<file path="src/rtl/frame_update_scheduler_pkg.sv">
// Shared types and VGA timing constants for the
// per-frame update scheduler.
package frame_sched_pkg;

  typedef enum logic [1:0] {
    IDLE,
    ISSUE,
    WAIT_ACK,
    DONE
  } sched_state_t;

  localparam int H_TOTAL      = 1040;
  localparam int V_BACK_PORCH = 23;

  localparam int DEF_WINDOW_CYCLES =
    H_TOTAL * V_BACK_PORCH;

endpackage

</file>
<file path="src/rtl/frame_update_scheduler_if.sv">
// Request/acknowledge bundle between the scheduler
// and the game-logic update tasks.
interface frame_update_scheduler_if #(
  parameter int NUM_TASKS = 4
);

  logic [NUM_TASKS-1:0] task_req;
  logic [NUM_TASKS-1:0] task_ack;

  modport master (
    output task_req,
    input  task_ack
  );

  modport slave (
    input  task_req,
    output task_ack
  );

endinterface

</file>
<file path="src/rtl/frame_update_scheduler_sync_edge_detect.sv">
// Registers active-low vsync and flags its falling edge.
// Resets high so no edge appears on reset release.
module sync_edge_detect (
  input  logic clk,
  input  logic rst_n,
  input  logic sig_n,
  output logic fall
);

  logic vs_q;
  logic vs_d;

  always_comb begin
    vs_d = sig_n;
  end

  always_ff @(posedge clk or negedge rst_n) begin
    if (!rst_n) vs_q <= 1'b1;
    else        vs_q <= vs_d;
  end

  assign fall = vs_q & ~sig_n;

endmodule

</file>
<file path="src/rtl/frame_update_scheduler.sv">
// Runs the prioritised per-frame update tasks inside
// vertical blanking, with a cycle budget and overrun flag.
module frame_update_scheduler
  import frame_sched_pkg::*;
#(
  parameter int NUM_TASKS     = 4,
  parameter int WINDOW_CYCLES = DEF_WINDOW_CYCLES,
  parameter int FRAME_DIV     = 1
) (
  input  logic        Clock,
  input  logic        Reset_n,
  input  logic        Enable,
  input  logic        vSync_n,
  input  logic        overrun_clear,
  frame_update_scheduler_if.master tif,
  output logic        busy,
  output logic        frame_done,
  output logic        overrun,
  output logic [15:0] frame_count
);

  localparam int IW = $clog2(NUM_TASKS);
  localparam int WW = $clog2(WINDOW_CYCLES);

  localparam logic [IW-1:0] LAST =
    IW'(NUM_TASKS - 1);
  localparam logic [WW-1:0] WIN_LOAD =
    WW'(WINDOW_CYCLES - 1);
  localparam logic [7:0] DIV_LAST =
    8'(FRAME_DIV - 1);

  sched_state_t state_q, state_d;

  logic [IW-1:0]        idx_q, idx_d;
  logic [IW-1:0]        idx_nxt;
  logic [NUM_TASKS-1:0] req_q, req_d;
  logic                 busy_q, busy_d;
  logic                 fd_q, fd_d;
  logic                 ovr_q, ovr_d;
  logic [15:0]          cnt_q, cnt_d;
  logic [WW-1:0]        win_q, win_d;
  logic [7:0]           div_q, div_d;
  logic                 frame_start;
  logic                 eligible;
  logic                 ack_hit;

  sync_edge_detect u_edge (
    .clk   (Clock),
    .rst_n (Reset_n),
    .sig_n (vSync_n),
    .fall  (frame_start)
  );

  assign eligible = (div_q == 8'd0);
  assign ack_hit  = tif.task_ack[idx_q];
  assign idx_nxt  = idx_q + IW'(1);

  always_comb begin
    state_d = state_q;
    idx_d   = idx_q;
    req_d   = req_q;
    busy_d  = busy_q;
    fd_d    = 1'b0;
    ovr_d   = ovr_q;
    cnt_d   = cnt_q;
    win_d   = win_q;
    div_d   = div_q;

    if (frame_start) begin
      div_d = (div_q == DIV_LAST) ?
              8'd0 : div_q + 8'd1;
    end

    if (busy_q && win_q != '0) begin
      win_d = win_q - WW'(1);
    end

    // Set beats clear when both land together.
    if (overrun_clear) ovr_d = 1'b0;
    if (frame_start && busy_q) ovr_d = 1'b1;

    unique case (state_q)
      IDLE: begin
        if (frame_start && Enable && eligible) begin
          state_d = ISSUE;
          win_d   = WIN_LOAD;
          idx_d   = '0;
          busy_d  = 1'b1;
        end
      end
      ISSUE: begin
        req_d   = NUM_TASKS'(1) << idx_q;
        state_d = WAIT_ACK;
      end
      WAIT_ACK: begin
        if (ack_hit) begin
          if (idx_q == LAST) begin
            req_d   = '0;
            busy_d  = 1'b0;
            fd_d    = 1'b1;
            cnt_d   = cnt_q + 16'd1;
            state_d = DONE;
          end else begin
            idx_d = idx_nxt;
            req_d = NUM_TASKS'(1) << idx_nxt;
          end
        end else if (win_q == '0) begin
          req_d   = '0;
          busy_d  = 1'b0;
          ovr_d   = 1'b1;
          state_d = IDLE;
        end
      end
      DONE: begin
        state_d = IDLE;
      end
      default: state_d = IDLE;
    endcase
  end

  always_ff @(posedge Clock or negedge Reset_n) begin
    if (!Reset_n) begin
      state_q <= IDLE;
      idx_q   <= '0;
      req_q   <= '0;
      busy_q  <= 1'b0;
      fd_q    <= 1'b0;
      ovr_q   <= 1'b0;
      cnt_q   <= 16'd0;
      win_q   <= '0;
      div_q   <= 8'd0;
    end else begin
      state_q <= state_d;
      idx_q   <= idx_d;
      req_q   <= req_d;
      busy_q  <= busy_d;
      fd_q    <= fd_d;
      ovr_q   <= ovr_d;
      cnt_q   <= cnt_d;
      win_q   <= win_d;
      div_q   <= div_d;
    end
  end

  assign tif.task_req = req_q;
  assign busy         = busy_q;
  assign frame_done   = fd_q;
  assign overrun      = ovr_q;
  assign frame_count  = cnt_q;

endmodule
</file>
<file path="src/flat_wrapper.sv">
// flat-port wrapper written by rule: the top's interface ports become plain ports
module frame_update_scheduler_flat import frame_sched_pkg::*;
#(
  parameter int NUM_TASKS     = 4,
  parameter int WINDOW_CYCLES = DEF_WINDOW_CYCLES,
  parameter int FRAME_DIV     = 1
)
  (Clock, Reset_n, Enable, vSync_n, overrun_clear, busy, frame_done, overrun, frame_count, tif_task_req, tif_task_ack);
  frame_update_scheduler_if #(.NUM_TASKS(NUM_TASKS)) tif_i ();
  input  logic Clock;
  input  logic Reset_n;
  input  logic Enable;
  input  logic vSync_n;
  input  logic overrun_clear;
  output logic busy;
  output logic frame_done;
  output logic overrun;
  output logic [15:0] frame_count;
  output wire logic [$bits(tif_i.task_req)-1:0] tif_task_req;
  input wire logic [$bits(tif_i.task_ack)-1:0] tif_task_ack;
  assign tif_task_req = tif_i.task_req;
  assign tif_i.task_ack = tif_task_ack;
  frame_update_scheduler #(.NUM_TASKS(NUM_TASKS), .WINDOW_CYCLES(WINDOW_CYCLES), .FRAME_DIV(FRAME_DIV)) u_core (.Clock(Clock), .Reset_n(Reset_n), .Enable(Enable), .vSync_n(vSync_n), .overrun_clear(overrun_clear), .tif(tif_i), .busy(busy), .frame_done(frame_done), .overrun(overrun), .frame_count(frame_count));
endmodule
</file>
<file path="config.mk">
export PLATFORM = sky130hd
export DESIGN_NAME = frame_update_scheduler_flat
export DESIGN_NICKNAME = d
export VERILOG_FILES = /design/src/rtl/frame_update_scheduler_pkg.sv /design/src/rtl/frame_update_scheduler_if.sv /design/src/rtl/frame_update_scheduler_sync_edge_detect.sv /design/src/rtl/frame_update_scheduler.sv /design/src/flat_wrapper.sv
export SDC_FILE = /design/constraint.sdc
export NUM_CORES = 1
export LEC_CHECK = 0
export ABC_AREA = 1
export BUFFER_PORTS_ARGS = -buffer_cell sky130_fd_sc_hd__buf_2
export CAP_MARGIN = 20
export CORE_AREA = 3 3 116 62
export CTS_CLUSTER_DIAMETER = 200
export DETAILED_ROUTE_END_ITERATION = 12
export DIE_AREA = 0 0 119 65
export GPL_ROUTABILITY_DRIVEN = 1
export PLACE_DENSITY = 0.77
export SLEW_MARGIN = 20
export SYNTH_ARGS = -nofsm -noshare
export SYNTH_HDL_FRONTEND = slang
export SYNTH_SLANG_ARGS = --single-unit
export TNS_END_PERCENT = 1
</file>
<file path="constraint.sdc">
create_clock -name Clock -period 2.3 [get_ports Clock]
set_clock_uncertainty 0.1 [all_clocks]
set_input_delay 0.46 -clock Clock [delete_from_list [all_inputs] [get_ports Clock]]
set_output_delay 0.46 -clock Clock [all_outputs]
set_load 0.02 [all_outputs]
</file>
### After elaboration in Yosys (flattened, before gate mapping)

Index checks and enable logic that the tools add are counted.
Widths: inputs -> output; s select.

| operators by class | value |
|---|---|
| $add $sub $neg | 4 |
| bitwise gates (word level) | 2 |
| magnitude comparators | 1 |
| eq/ne operators | 9 |
| shift-type cells | 2 |
| mux-type cells | 32 |
| reduce and logical (&&, ||, !) cells | 15 |

Operators with widths:

| operator | count |
|---|---|
| $mux 15 | 3 |
| $add 16x1->16 const B | 1 |
| $logic_not 15->1 | 1 |
| $reduce_bool 15->1 | 1 |
| $sub 15x1->15 const B | 1 |
| $mux 2 | 7 |
| $mux 1 | 13 |
| $mux 4 | 3 |
| $add 8x1->8 const B | 1 |
| $logic_not 8->1 | 1 |
| $mux 8 | 1 |
| $pmux 2 s4 | 1 |
| $pmux 4 s2 | 1 |
| $reduce_and 4->1 | 2 |
| $shl 1x2->4 const A | 2 |
| $eq 2x2->1 const B | 3 |
| $reduce_and 3->1 | 2 |
| $logic_and 1x1->1 | 4 |
| $ne 2x1->1 const B | 2 |
| $pmux 2 s2 | 1 |
| $reduce_bool 2->1 | 2 |
| $lt 2x3->1 const B | 1 |
| $ne 3x1->1 const B | 1 |
| $ne 3x3->1 const B | 1 |
| 9 further kinds | 9 |

| word-level totals | value |
|---|---|
| bits of input ports | 9 |
| logic and storage cells | 75 |
| bits in registers | 51 |
| output and inout port bits | 23 |

### Longest topological paths before layout

| logic depth | value |
|---|---|
| depth in word-level cells | 7 |
| gate-level depth with buffers | 10 |
| gate-level depth less buffers | 10 |

### Cells and area by module

Synthesis repeated with hierarchy kept, for this count alone.

| second synthesis, totals | value |
|---|---|
| cell total of the unflattened synthesis | 405 |
| area, all modules | 3080.5 sq um |

By module, submodules not included:

| module | times used | cells each | seq. area each (sq um) | area an instance (sq um) |
|---|---|---|---|---|
| frame_update_scheduler | 1 | 402 | 1251.2 | 3044.2 |
| sync_edge_detect | 1 | 3 | 26.3 | 36.3 |

### Worst setup path before layout

Ideal clock, no wire load.

| timing path | value |
|---|---|
| path kind | register to register |
| start point | register u_core.win_q[0] |
| end point | register u_core.win_q[2] |
| stages on the path, launching flop included | 11 |
| arrival time | 1374 ps |
| setup time | 129 ps |
| buffers on the path | 1 |
| required time | 2071 ps |
| slack | 697 ps |
| clock period less this slack | 1603 ps |
| cell sequence | dfrtp_1 > inv_1 > ha_1 > nand2_2 > nor2_4 > nand2_4 > nand2_4 > inv_4 > buf_6 > nand3b_1 > nand3_1 |

| on the way | value |
|---|---|
| word-level cells in the longest chain between the ends | 5 |
| elaborated cells between the ends (all ways) | 6 |
| classes of those cells | add/sub: 1; mux: 3; reduce/logical: 2 |

RTL lines:

| what | line | text |
|---|---|---|
| start, declared | frame_update_scheduler.sv:41 | `logic [WW-1:0] win_q, win_d;` |
| start signal, assigned | frame_update_scheduler.sv:140 | `win_q <= win_d;` |
| parallel branches: the longest is 2 deep, another holds $sub 15x1->15 | -- |  |
| $mux 15 (*) | frame_update_scheduler.sv:74 | `if (busy_q && win_q != '0) begin` |
| $mux 15 | frame_update_scheduler.sv:84 | `if (frame_start && Enable && eligible) begin` |
| $mux 15 (*) | frame_update_scheduler.sv:82 | `unique case (state_q)` |
| net u_core.win_d[2] | frame_update_scheduler.sv:41 |  |

Mark *: on every way through the listed nets, which the timed path passes.
A chain may end at the register's enable or synchronous reset.

### Worst setup path in the final report

| timing path | value |
|---|---|
| start point | register u_core.idx_q[0] |
| end point | register u_core.cnt_q[2], in the netlist u_core.frame_count[2] |

| on the way | value |
|---|---|
| word-level cells in the longest chain between the ends | 3 |
| elaborated cells between the ends (all ways) | 4 |
| classes of those cells | eq/ne: 1; mux: 2; reduce/logical: 1 |

RTL lines:

| what | line | text |
|---|---|---|
| start, declared | frame_update_scheduler.sv:34 | `logic [IW-1:0] idx_q, idx_d;` |
| start signal, assigned | frame_update_scheduler.sv:134 | `idx_q <= idx_d;` |
| $bmux 1 s2 | frame_update_scheduler.sv:55 | `assign ack_hit = tif.task_ack[idx_q];` |
| $mux 1 (implied by the code) | frame_update_scheduler.sv:55 |  |
| $reduce_and 3->1 (no source line) (*) | -- |  |
| end signal, assigned | frame_update_scheduler.sv:139 | `cnt_q <= cnt_d;` |
| end, declared | frame_update_scheduler.sv:40 | `logic [15:0] cnt_q, cnt_d;` |

Every way passes the cells marked *; elsewhere a longest branch is shown, timed or not. The select of a mux whose other input is x is not followed.

==> metrics.txt <==
H-tree depth=2; CTS root buf=clkbuf_16; Post-CTS Resized=0; Vias=2639; RSZ-0062 raised after global routing=no; Lkg Pwr=roughly 1.8 nW; clk slew on worst S/H paths=about 0.070 ns; Synth Flop Type=dfrtp_1; residual DRC count=0; Max Cap Viol=0; die extent in y=65 um; count leader, synth=nand2_1; Worst Hold Class=in -> async; Syn Std Cell Area=around 3100 um2; endpoints failing setup=0; R2R cell count=8; Post-synth ARST share=100%; global-route wire length before repair=~12000 um; Setup TNS=0 ns; core box area=6130 um2; Final period util=78.9%; clk_lat worst skew=just under 0.3 ns; PD cells=1010 nW/um2; Synth Area per Inst=7.57 um2; synthesized instance count=a little over 400; Slew HR=around two thirds; clk sinks=51; antenna violations before repair=0; placer congestion estimate=just under 0.9; worst vdd ir=around 0.4 mV; GR Util All Layers=a little under a fifth; setup bufs post-CTS=0; Post-Syn Nets=438; FF+latch count, synth=a little over 50; Synth top cells by count=nand2_1 (131), dfrtp_1 (50), inv_1 (48); I/O pin total=32; CP endpoint kind=flip-flop; nets=473; ant diodes=0; Worst Path Required=roughly 2.4 ns; DRT iter0 DRCs=between 150 and 200; Final min period=between 1.5 and 2 ns; Yosys warnings=0; wire per inst=between 10 and 15 um; global route overflow=0; CTS Buf Count=5; critical path data arrival time=~1.9 ns; Critical Path Source=u_core.idx_q[0]; WL final=about 6400 um; status=completed; port bufs=31; clk buf depth=2; First-pass DRT Iterations=4; post-detail-place hpwl=between 4000 and 5000 um; filler instances=583; Hold Fails Final Rpt=0; Max Slew Vio Count=0; layout cells sized above 1=13.8%; Area Overhead vs Synth=13.4%; Die Width=119 um; drt via density=slightly below 5; post-synthesis sequential area ratio=roughly two fifths; startpoint type of the worst setup path=flip-flop; worst-path fanout max=20; Core Rows=20; critical path type=reg -> reg; Netlist cell types=33; CTS tree=built; Routed Antenna Nets=0; die area=7740 um2; cell taking the most area after synthesis=dfrtp_1; Post-synth EDFFs=0; RR Endpoint=u_core.frame_count[2]; total chip power=roughly 3.6 mW; top-area cell type share of the netlist area=40.0%; top cells by area, synth=dfrtp_1 (40%), nand2_1 (16%), ha_1 (6.4%); Initial Util=about half; Worst Setup EP=u_core.frame_count[2]; vias in the first global route=approximately 2500; fmax=~0.55 GHz; CTS Hold Bufs=0; RR Startpoint=u_core.idx_q[0]; largest net degree at the start of global routing=between 50 and 60; r2r setup slk=0.49 ns; Worst-Margin Slew=about 0.47 ns
-- kinds of logic after synthesis --
family	count (synthesis)	share of synthesized area (%)
buf+inv	58	8.08
fa+ha+maj	16	6.40
flops	51	40.9
compound gates	23	4.20
simple gates	250	36.3
xor+xnor	15	4.20
-- layout by cell type (no fill, tap or decap), types with 2 or more instances in the layout --
| cell | n |
|---|---|
| nand2_1 | 131 |
| dfrtp_1 | 50 |
| inv_1 | 48 |
| nor2_1 | 41 |
| buf_2 | 31 |
| nand3_1 | 30 |
| ha_1 | 16 |
| nand4_1 | 14 |
| xor2_1 | 13 |
| o21ai_0 | 12 |
| nor3_1 | 11 |
| nand3b_1 | 5 |
| clkbuf_16 | 5 |
| a21oi_1 | 4 |
| o211ai_1 | 4 |
| nand3_2 | 4 |
| inv_2 | 3 |
| nor2_2 | 3 |
| nand2_2 | 2 |
| nand2_4 | 2 |
| nor3b_1 | 2 |
| xnor2_1 | 2 |
| nor3_2 | 2 |
| buf_4 | 2 |
-- routing by layer --
layer  part of all wire (%)  routed length (um)  GRT usage (%)
met1                     50                3190           24.4
met2                     45                2890           30.6
met3                    4.0                 259           4.27
met4                    1.1                  69           5.19
met5                      0                   0              0
-- per-stage QoR --
| stage | util, % | hold slack, ns | cells | worst slack, ns | area (um2) |
|---|---|---|---|---|---|
| 6_report | 57.8 | 0.0451 | 537 | 0.486 | 3550 |
| 3_3_place_gp | 55.0 | 0.359 | 529 | 0.449 | 3370 |
| 4_1_cts | 57.8 | 0.0620 | 537 | 0.494 | 3550 |
| 5_1_grt | 57.8 | 0.0765 | 537 | 0.318 | 3550 |
| 3_5_place_dp | 55.0 | 0.365 | 529 | 0.432 | 3370 |
| 2_1_floorplan | - | 0.0644 | 413 | 0.697 | 3130 |
-- flip-flops by register name (all words and copies together) (netlist names) --
signal,count
u_core.u_edge.vs_q,1
u_core.state_q,2
u_core.frame_done,1
u_core.idx_q,2
u_core.div_q,8
u_core.frame_count,16
u_core.busy,1
u_core.win_q,15
u_core.tif.task_req,4
u_core.overrun,1
-- where the power goes --
part	switching, mW	leakage (nW)	internal [mW]
Clock	0.324	0.0868	0.541
Combinational	0.860	1.16	0.474
Sequential	0.259	0.600	1.13
-- final cells by class --
| type | count | area (um2) | share of cell area [%] |
|---|---|---|---|
| clock buffers | 6 | 139 | 3.92 |
| clock inverters | 2 | 35.0 | 0.988 |
| inverters | 52 | 198 | 5.58 |
| multi-input cells | 304 | 1600 | 45.0 |
| flip-flops and latches | 51 | 1280 | 36.0 |
| well taps | 88 | 110 | 3.11 |
| repair buffers | 34 | 190 | 5.36 |
-- critical path, stage by stage, from the launching register on --
cell	delay, ns
dfrtp_1	0.48
inv_2	0.17
nand2_1	0.08
nand3_2	0.10
nand3_2	0.13
nor2_2	0.14
buf_4	0.25
nand2_1	0.10
xor2_1	0.15
-- worst min path at each step --
stage                                 startpoint                      to  slack [ns]
after global routing                     Reset_n  u_core.tif.task_req[2]        0.08
after global placement    u_core.tif.task_req[2]  u_core.tif.task_req[2]        0.36
after CTS                                Reset_n  u_core.tif.task_req[2]        0.06
final                                    Reset_n  u_core.tif.task_req[2]        0.05
after floorplan                          Reset_n             u_core.busy        0.06
after detailed placement  u_core.tif.task_req[0]  u_core.tif.task_req[0]        0.36
(Power assumes the default switching activity.)
